--- src/rtl/timing_gen_pkg.sv ---
// timing_gen_pkg
// Shared types and helpers for the voice/envelope slot generator.
//   tg_state_e     : sequencer state (IDLE, ARMED, SCAN)
//   slots()        : slots per frame for a voice/envelope geometry
//   *_DEF          : default index widths for the 8x8 engine
package timing_gen_pkg;

  typedef enum logic [1:0] {
    IDLE  = 2'd0,
    ARMED = 2'd1,
    SCAN  = 2'd2
  } tg_state_e;

  localparam int unsigned V_WIDTH_DEF   = 3;
  localparam int unsigned E_WIDTH_DEF   = 3;
  localparam int unsigned IDX_WIDTH_DEF = V_WIDTH_DEF + E_WIDTH_DEF;

  function automatic int unsigned slots(input int unsigned voices,
                                        input int unsigned v_envs);
    return voices * v_envs;
  endfunction

endpackage

--- src/rtl/timing_gen_mx_idx_delay_line.sv ---
// idx_delay_line
// DLY_TAPS-deep shift register on the slot index. Tap k (LSB-first in
// taps_o) is d_i delayed by k+1 clocks. Shifts every cycle, unconditionally.
//   sCLK_XVXENVS : clock (posedge)
//   iRST_N       : asynchronous active-low reset, all taps to 0
//   d_i          : index to delay
//   taps_o       : concatenated taps, tap 0 in the low W bits
module idx_delay_line
  import timing_gen_pkg::*;
#(
  parameter int unsigned W        = IDX_WIDTH_DEF,
  parameter int unsigned DLY_TAPS = 4
) (
  input  logic                  sCLK_XVXENVS,
  input  logic                  iRST_N,
  input  logic [W-1:0]          d_i,
  output logic [DLY_TAPS*W-1:0] taps_o
);

  logic [DLY_TAPS-1:0][W-1:0] taps_q;

  always_ff @(posedge sCLK_XVXENVS or negedge iRST_N) begin
    if (!iRST_N) begin
      taps_q <= '0;
    end else begin
      taps_q[0] <= d_i;
      for (int k = 1; k < DLY_TAPS; k++) begin
        taps_q[k] <= taps_q[k-1];
      end
    end
  end

  assign taps_o = taps_q;

endmodule

--- src/rtl/timing_gen_mx.sv ---
// timing_gen_mx
// Voice/envelope time-slot generator at the head of the synth engine.
// Produces a linear slot index with split voice/envelope fields, running
// free or one frame per sync pulse, plus delayed index taps and a sticky
// sync-overrun flag.
//
// state | meaning
// IDLE  | iRUN low or just raised; counters held at 0
// ARMED | sync mode, waiting for iSYNC; counters held at 0
// SCAN  | stepping through slots 0..N-1
//
// Ports:
//   sCLK_XVXENVS  slot clock (posedge; oWRAP_N on negedge)
//   iRST_N        asynchronous active-low reset
//   iRUN          enable, low forces IDLE
//   iFREE         1 = free-running, 0 = one frame per iSYNC
//   iSYNC         single-cycle frame-start request
//   iCLR_OVR      clears oOVERRUN (a simultaneous set wins)
//   oIDX/oVOICE/oENV  registered slot, voice and envelope indices
//   oIDX_D        delayed oIDX taps, tap k = k+1 cycles late
//   oFRAME_START/oFRAME_END  first/last slot strobes while scanning
//   oWRAP_N       last-slot flag re-registered on negedge
//   oBUSY         state is SCAN
//   oOVERRUN      sticky: iSYNC arrived mid-frame
module timing_gen_mx
  import timing_gen_pkg::*;
#(
  parameter int unsigned VOICES   = 8,
  parameter int unsigned V_ENVS   = 8,
  parameter int unsigned V_WIDTH  = V_WIDTH_DEF,
  parameter int unsigned E_WIDTH  = E_WIDTH_DEF,
  parameter int unsigned DLY_TAPS = 4
) (
  input  logic                                  sCLK_XVXENVS,
  input  logic                                  iRST_N,
  input  logic                                  iRUN,
  input  logic                                  iFREE,
  input  logic                                  iSYNC,
  input  logic                                  iCLR_OVR,
  output logic [V_WIDTH+E_WIDTH-1:0]            oIDX,
  output logic [V_WIDTH-1:0]                    oVOICE,
  output logic [E_WIDTH-1:0]                    oENV,
  output logic [DLY_TAPS*(V_WIDTH+E_WIDTH)-1:0] oIDX_D,
  output logic                                  oFRAME_START,
  output logic                                  oFRAME_END,
  output logic                                  oWRAP_N,
  output logic                                  oBUSY,
  output logic                                  oOVERRUN
);

  localparam int unsigned IW = V_WIDTH + E_WIDTH;
  localparam int unsigned N  = slots(VOICES, V_ENVS);

  if (N > 2**IW) begin : g_chk_n
    $error("timing_gen_mx: VOICES*V_ENVS does not fit the index width");
  end
  if (VOICES > 2**V_WIDTH) begin : g_chk_v
    $error("timing_gen_mx: VOICES does not fit V_WIDTH");
  end
  if (V_ENVS > 2**E_WIDTH) begin : g_chk_e
    $error("timing_gen_mx: V_ENVS does not fit E_WIDTH");
  end
  if (DLY_TAPS < 1) begin : g_chk_taps
    $error("timing_gen_mx: DLY_TAPS must be at least 1");
  end

  tg_state_e          state_q, state_d;
  logic [IW-1:0]      idx_q, idx_d;
  logic [V_WIDTH-1:0] voice_q, voice_d;
  logic [E_WIDTH-1:0] env_q, env_d;
  logic               ovr_q, ovr_d;
  logic               wrap_q;
  logic               last_slot;
  logic               ovr_set;

  assign last_slot = (idx_q == IW'(N - 1));
  assign ovr_set   = (state_q == SCAN) && iSYNC && !last_slot;

  always_comb begin
    state_d = state_q;
    idx_d   = idx_q;
    voice_d = voice_q;
    env_d   = env_q;
    ovr_d   = ovr_set ? 1'b1 : (iCLR_OVR ? 1'b0 : ovr_q);

    if (!iRUN) begin
      state_d = IDLE;
      idx_d   = '0;
      voice_d = '0;
      env_d   = '0;
    end else begin
      case (state_q)
        IDLE: begin
          state_d = iFREE ? SCAN : ARMED;
          idx_d   = '0;
          voice_d = '0;
          env_d   = '0;
        end
        ARMED: begin
          // A switch to free mode while armed starts scanning without a sync.
          if (iSYNC || iFREE) state_d = SCAN;
          idx_d   = '0;
          voice_d = '0;
          env_d   = '0;
        end
        SCAN: begin
          if (last_slot) begin
            idx_d   = '0;
            voice_d = '0;
            env_d   = '0;
            // A sync landing on the last slot chains the next frame directly.
            if (!iFREE && !iSYNC) state_d = ARMED;
          end else begin
            idx_d = idx_q + IW'(1);
            if (env_q == E_WIDTH'(V_ENVS - 1)) begin
              env_d   = '0;
              voice_d = voice_q + V_WIDTH'(1);
            end else begin
              env_d = env_q + E_WIDTH'(1);
            end
          end
        end
        default: begin
          state_d = IDLE;
          idx_d   = '0;
          voice_d = '0;
          env_d   = '0;
        end
      endcase
    end
  end

  always_ff @(posedge sCLK_XVXENVS or negedge iRST_N) begin
    if (!iRST_N) begin
      state_q <= IDLE;
      idx_q   <= '0;
      voice_q <= '0;
      env_q   <= '0;
      ovr_q   <= 1'b0;
    end else begin
      state_q <= state_d;
      idx_q   <= idx_d;
      voice_q <= voice_d;
      env_q   <= env_d;
      ovr_q   <= ovr_d;
    end
  end

  // Half-cycle-late copy of the last-slot flag: lets negedge-clocked
  // consumers see the wrap centred in the following slot.
  always_ff @(negedge sCLK_XVXENVS or negedge iRST_N) begin
    if (!iRST_N) wrap_q <= 1'b0;
    else         wrap_q <= (state_q == SCAN) && last_slot;
  end

  idx_delay_line #(
    .W        (IW),
    .DLY_TAPS (DLY_TAPS)
  ) u_idx_delay_line (
    .sCLK_XVXENVS (sCLK_XVXENVS),
    .iRST_N       (iRST_N),
    .d_i          (idx_q),
    .taps_o       (oIDX_D)
  );

  assign oIDX         = idx_q;
  assign oVOICE       = voice_q;
  assign oENV         = env_q;
  assign oBUSY        = (state_q == SCAN);
  assign oFRAME_START = (state_q == SCAN) && (idx_q == '0);
  assign oFRAME_END   = (state_q == SCAN) && last_slot;
  assign oWRAP_N      = wrap_q;
  assign oOVERRUN     = ovr_q;

endmodule

--- config.mk ---
export PLATFORM = sky130hd
export DESIGN_NAME = timing_gen_mx
export DESIGN_NICKNAME = d
export VERILOG_FILES = /design/src/rtl/timing_gen_pkg.sv /design/src/rtl/timing_gen_mx_idx_delay_line.sv /design/src/rtl/timing_gen_mx.sv
export SDC_FILE = /design/constraint.sdc
export NUM_CORES = 1
export LEC_CHECK = 0
export ABC_CLOCK_PERIOD_IN_PS = 1500
export BUFFER_PORTS_ARGS = -buffer_cell sky130_fd_sc_hd__buf_4
export CAP_MARGIN = 20
export CORE_ASPECT_RATIO = 0.75
export CORE_MARGIN = 2
export CORE_UTILIZATION = 48
export CTS_CLUSTER_DIAMETER = 150
export DETAILED_ROUTE_END_ITERATION = 16
export PLACE_DENSITY = 0.77
export SKIP_LAST_GASP = 1
export SYNTH_ARGS = -nofsm -noshare
export SYNTH_HDL_FRONTEND = slang
export SYNTH_SLANG_ARGS = --single-unit
--- constraint.sdc ---
create_clock -name sCLK_XVXENVS -period 1.5 [get_ports sCLK_XVXENVS]
set_input_delay 0.225 -clock sCLK_XVXENVS [delete_from_list [all_inputs] [get_ports sCLK_XVXENVS]]
set_output_delay 0.225 -clock sCLK_XVXENVS [all_outputs]
set_load 0.05 [all_outputs]
==> summary.txt <==
Clock Latency Late Sink -> 290 ps
Lkg Pwr -> 1.09 nW
Worst VDD drop -> 0.000775 V
Sequential power share -> 47.4%
Final Hold Fails -> 12
Status -> finished, violations left
# diodes -> 0
Hpwl dp -> 2000 microns
IO Pins -> 47
Pre-CTS setup slack -> -317 ps
Total power -> 2.35 mW
Area Growth Syn to Fin -> 54.1%
Violated checks -> negative hold slack, negative setup slack
Site Rows -> 16
Tot GR Track Use -> 21.2%
Root buffer cell -> clkbuf_8
NetSw -> 510 uW
Final RePlAce weighted congestion -> 0.791
Core Area -> 2640 sq um
CP required -> 1270 ps
Drt first pass iters -> 4
Routed wire length -> 3120 microns
Max Cap Viol -> 0
Kind of cell adding the most delay to the critical path -> flip-flops
WP buf/inv -> 1
Cell Pwr Density -> 1130 nW/um^2
Startpoint types -> flop
Worst Path Max Fanout -> 1
Slew of the pin with the lowest slew margin -> 469 ps
Layout cells sized above 1 -> 50.9%
Logic pwr share -> 9.2%
Post-Syn Area -> 1350 sq um
Avg WL per Cell -> 15.9 microns
Initial core utilization -> 51.0%
Global route overflow -> 0
Routed vias/inst -> 4.96
Crit-path cells -> buf_6
Register area share after synthesis -> 74.2%
Vias in the first global route -> 954
Sequential cell area -> 1010 sq um
Most area-hungry cell type in the Yosys netlist -> dfrtp_1
Number of port buffers -> 46
Worst setup EP type -> output port
WS Path Type -> flop to output port
Setup Skew -> 6.39 ps
Synth area leaders -> dfrtp_1 (72%), ha_1 (4.6%), nor2_1 (2.8%)
Non-Filler Instances -> 197
Fin. max-slew vios -> 0
Slowest CP cell -> dfrtn_1
Avg Synthesized Cell Area -> 14.7 sq um
Die area -> 3250 sq um
Internal power -> 1.84 mW
Type of the most critical hold path -> input pin to async pin
Antenna Nets Post-Route -> 0
Worst-path clk slew -> 80 ps
Post-synthesis cell count -> 92
Sw Ratio -> 21.7%
Utilization after layout -> 78.6%
Arr. time, crit path -> 1600 ps
Worst hold slack -> -3.91 ps
Fillcell total -> 160
Synth Warn # -> 0
Area of the multi-input gates -> 377 sq um
Post-Place Cells -> 185
Clock share of power -> 43.5%
# setup viols final -> 4
Fin nets -> 171
Syn nets -> 103
Total number of vias -> 978
Clock sinks -> 40
Initial antenna violation count -> 0
Residual DRC -> 0
Cell variety after synth -> 26
Top cell type's share of synthesized area -> 72.4%
Initial DRC count -> 85
Total CTS buffers -> 5
Synth Register Bits -> 40
Max-slew headroom -> 68.7%
CTS tree -> built
Deepest clock path buffer count -> 2
First-pass GRT wire length -> 4890 microns
RSZ-0062 raised after global routing -> true
Largest net degree at the start of global routing -> 40
Chip Width -> 65.2 microns
H-tree level count -> 2
Setup WS post-layout -> -322 ps
Critical Path Max Stage Delay -> 400 ps
Die Ht -> 49.9 microns
==> cell usage after synthesis <==
| master | number |
|---|---|
| dfrtp_1 | 39 |
| nor2_1 | 10 |
| inv_1 | 6 |
| ha_1 | 5 |
| nand2_1 | 3 |
| nand3b_1 | 3 |
| xor2_1 | 3 |
| and3_1 | 2 |
| nand3_1 | 2 |
| o21ai_0 | 2 |
| xnor2_1 | 2 |
| a211o_1 | 1 |
| a21boi_0 | 1 |
| a21o_1 | 1 |
| a21oi_1 | 1 |
| a21oi_2 | 1 |
| a32o_1 | 1 |
| and4_4 | 1 |
| buf_4 | 1 |
| dfrtn_1 | 1 |
| mux2i_1 | 1 |
| nor2b_1 | 1 |
| nor3_2 | 1 |
| nor4_1 | 1 |
| o311a_1 | 1 |
| or3_1 | 1 |
==> logic make-up (layout without fill, tap and decap cells) <==
family          after synthesis  in the layout  synth area share [%]
compound gates                9              9                  5.01
buf+inv                       7             76                  2.23
xor+xnor                      5              5                  3.25
simple gates                 25             25                  9.93
mux                           1              1                 0.742
fa+ha+maj                     5              5                  4.64
flops                        40             40                  74.2
==> per-stage QoR <==
stage	area, sq um	setup TNS (ps)
floorplan	1380	-710
global placement	1850	-348
detailed placement	1850	-354
CTS	2060	-861
global route	2080	-1000
finish	2080	-896
==> power by group through the flow <==
stage	Clock [mW]	Sequential, mW	Combinational (mW)
after global placement	0	1.13	0.198
final	1.02	1.11	0.215
after CTS	1.04	1.11	0.212
after floorplan	0	1.19	0.0531
after detailed placement	0	1.13	0.203
after global routing	1.10	1.11	0.227
==> path summary, 6_finish.rpt <==
check                                                  from                     endpoint  depth (start not counted)  slack, ps
worst max-delay path                                oWRAP_N                      oWRAP_N                          1       -320
worst min-delay path                                 iRST_N  u_idx_delay_line.taps_o[11]                          2         -4
worst max register to register                      oIDX[1]                      oWRAP_N                          3       -280
worst min register to register  u_idx_delay_line.taps_o[15]  u_idx_delay_line.taps_o[21]                          0        380
max in group asynchronous                            iRST_N                      oWRAP_N                          1       1030
min in group sCLK_XVXENVS                             iFREE                   state_q[0]                          3        200
==> state kept, by name, summed over array words and instances, names as in the netlist <==
register,cells
oOVERRUN,1
oVOICE,3
u_idx_delay_line.taps_o,24
oENV,3
oWRAP_N,1
state_q,2
oIDX,6
==> layout by cell type (no fill, tap or decap), types with 2 or more instances in the layout <==
| cell | count |
|---|---|
| and3_4 | 2 |
| buf_4 | 56 |
| buf_6 | 4 |
| buf_8 | 2 |
| bufinv_16 | 2 |
| clkbuf_8 | 5 |
| dfrtp_1 | 35 |
| dfrtp_2 | 4 |
| ha_1 | 4 |
| inv_1 | 6 |
| nand2_1 | 3 |
| nand3_1 | 2 |
| nand3b_1 | 3 |
| nor2_1 | 10 |
| o21ai_0 | 2 |
| xnor2_1 | 2 |
| xor2_1 | 3 |
==> layer usage <==
| layer | up-vias | share of wire (%) | routed length (microns) | track usage (%) |
|---|---|---|---|---|
| li1 | 442 | - | - | - |
| met3 | 10 | 6.5 | 202 | 5.94 |
| met5 | - | 0 | 0 | 0 |
| met4 | 0 | 2.2 | 70 | 11.8 |
| met2 | 42 | 51 | 1580 | 33.0 |
| met1 | 484 | 41 | 1270 | 26.8 |
==> area by class of cell <==
class,count,share of cell area [%]
timing repair buffer,62,23.8
tap,36,2.17
clock inverter,2,2.89
sequential,40,48.4
clock buffer,6,3.49
inverter,6,1.08
multi-input combinational,45,18.1
==> worst register-to-register path, delay by kind of cell (launching register included) <==
family,cells,cell delay [ps]
fa+ha+maj,1,170
flops,1,430
simple gates,2,290
==> timing repair <==
| item | 4_1_cts | 5_1_grt |
|---|---|---|
| buffers inserted | 3 | 1 |
| gates cloned | 0 | 0 |
| endpoints found under the setup margin | 4 | 6 |
| pin swaps | 5 | 2 |
| gates resized for setup | 11 | 3 |
| hold buffers | 0 | 0 |
Power figures use the tool's default switching activity.
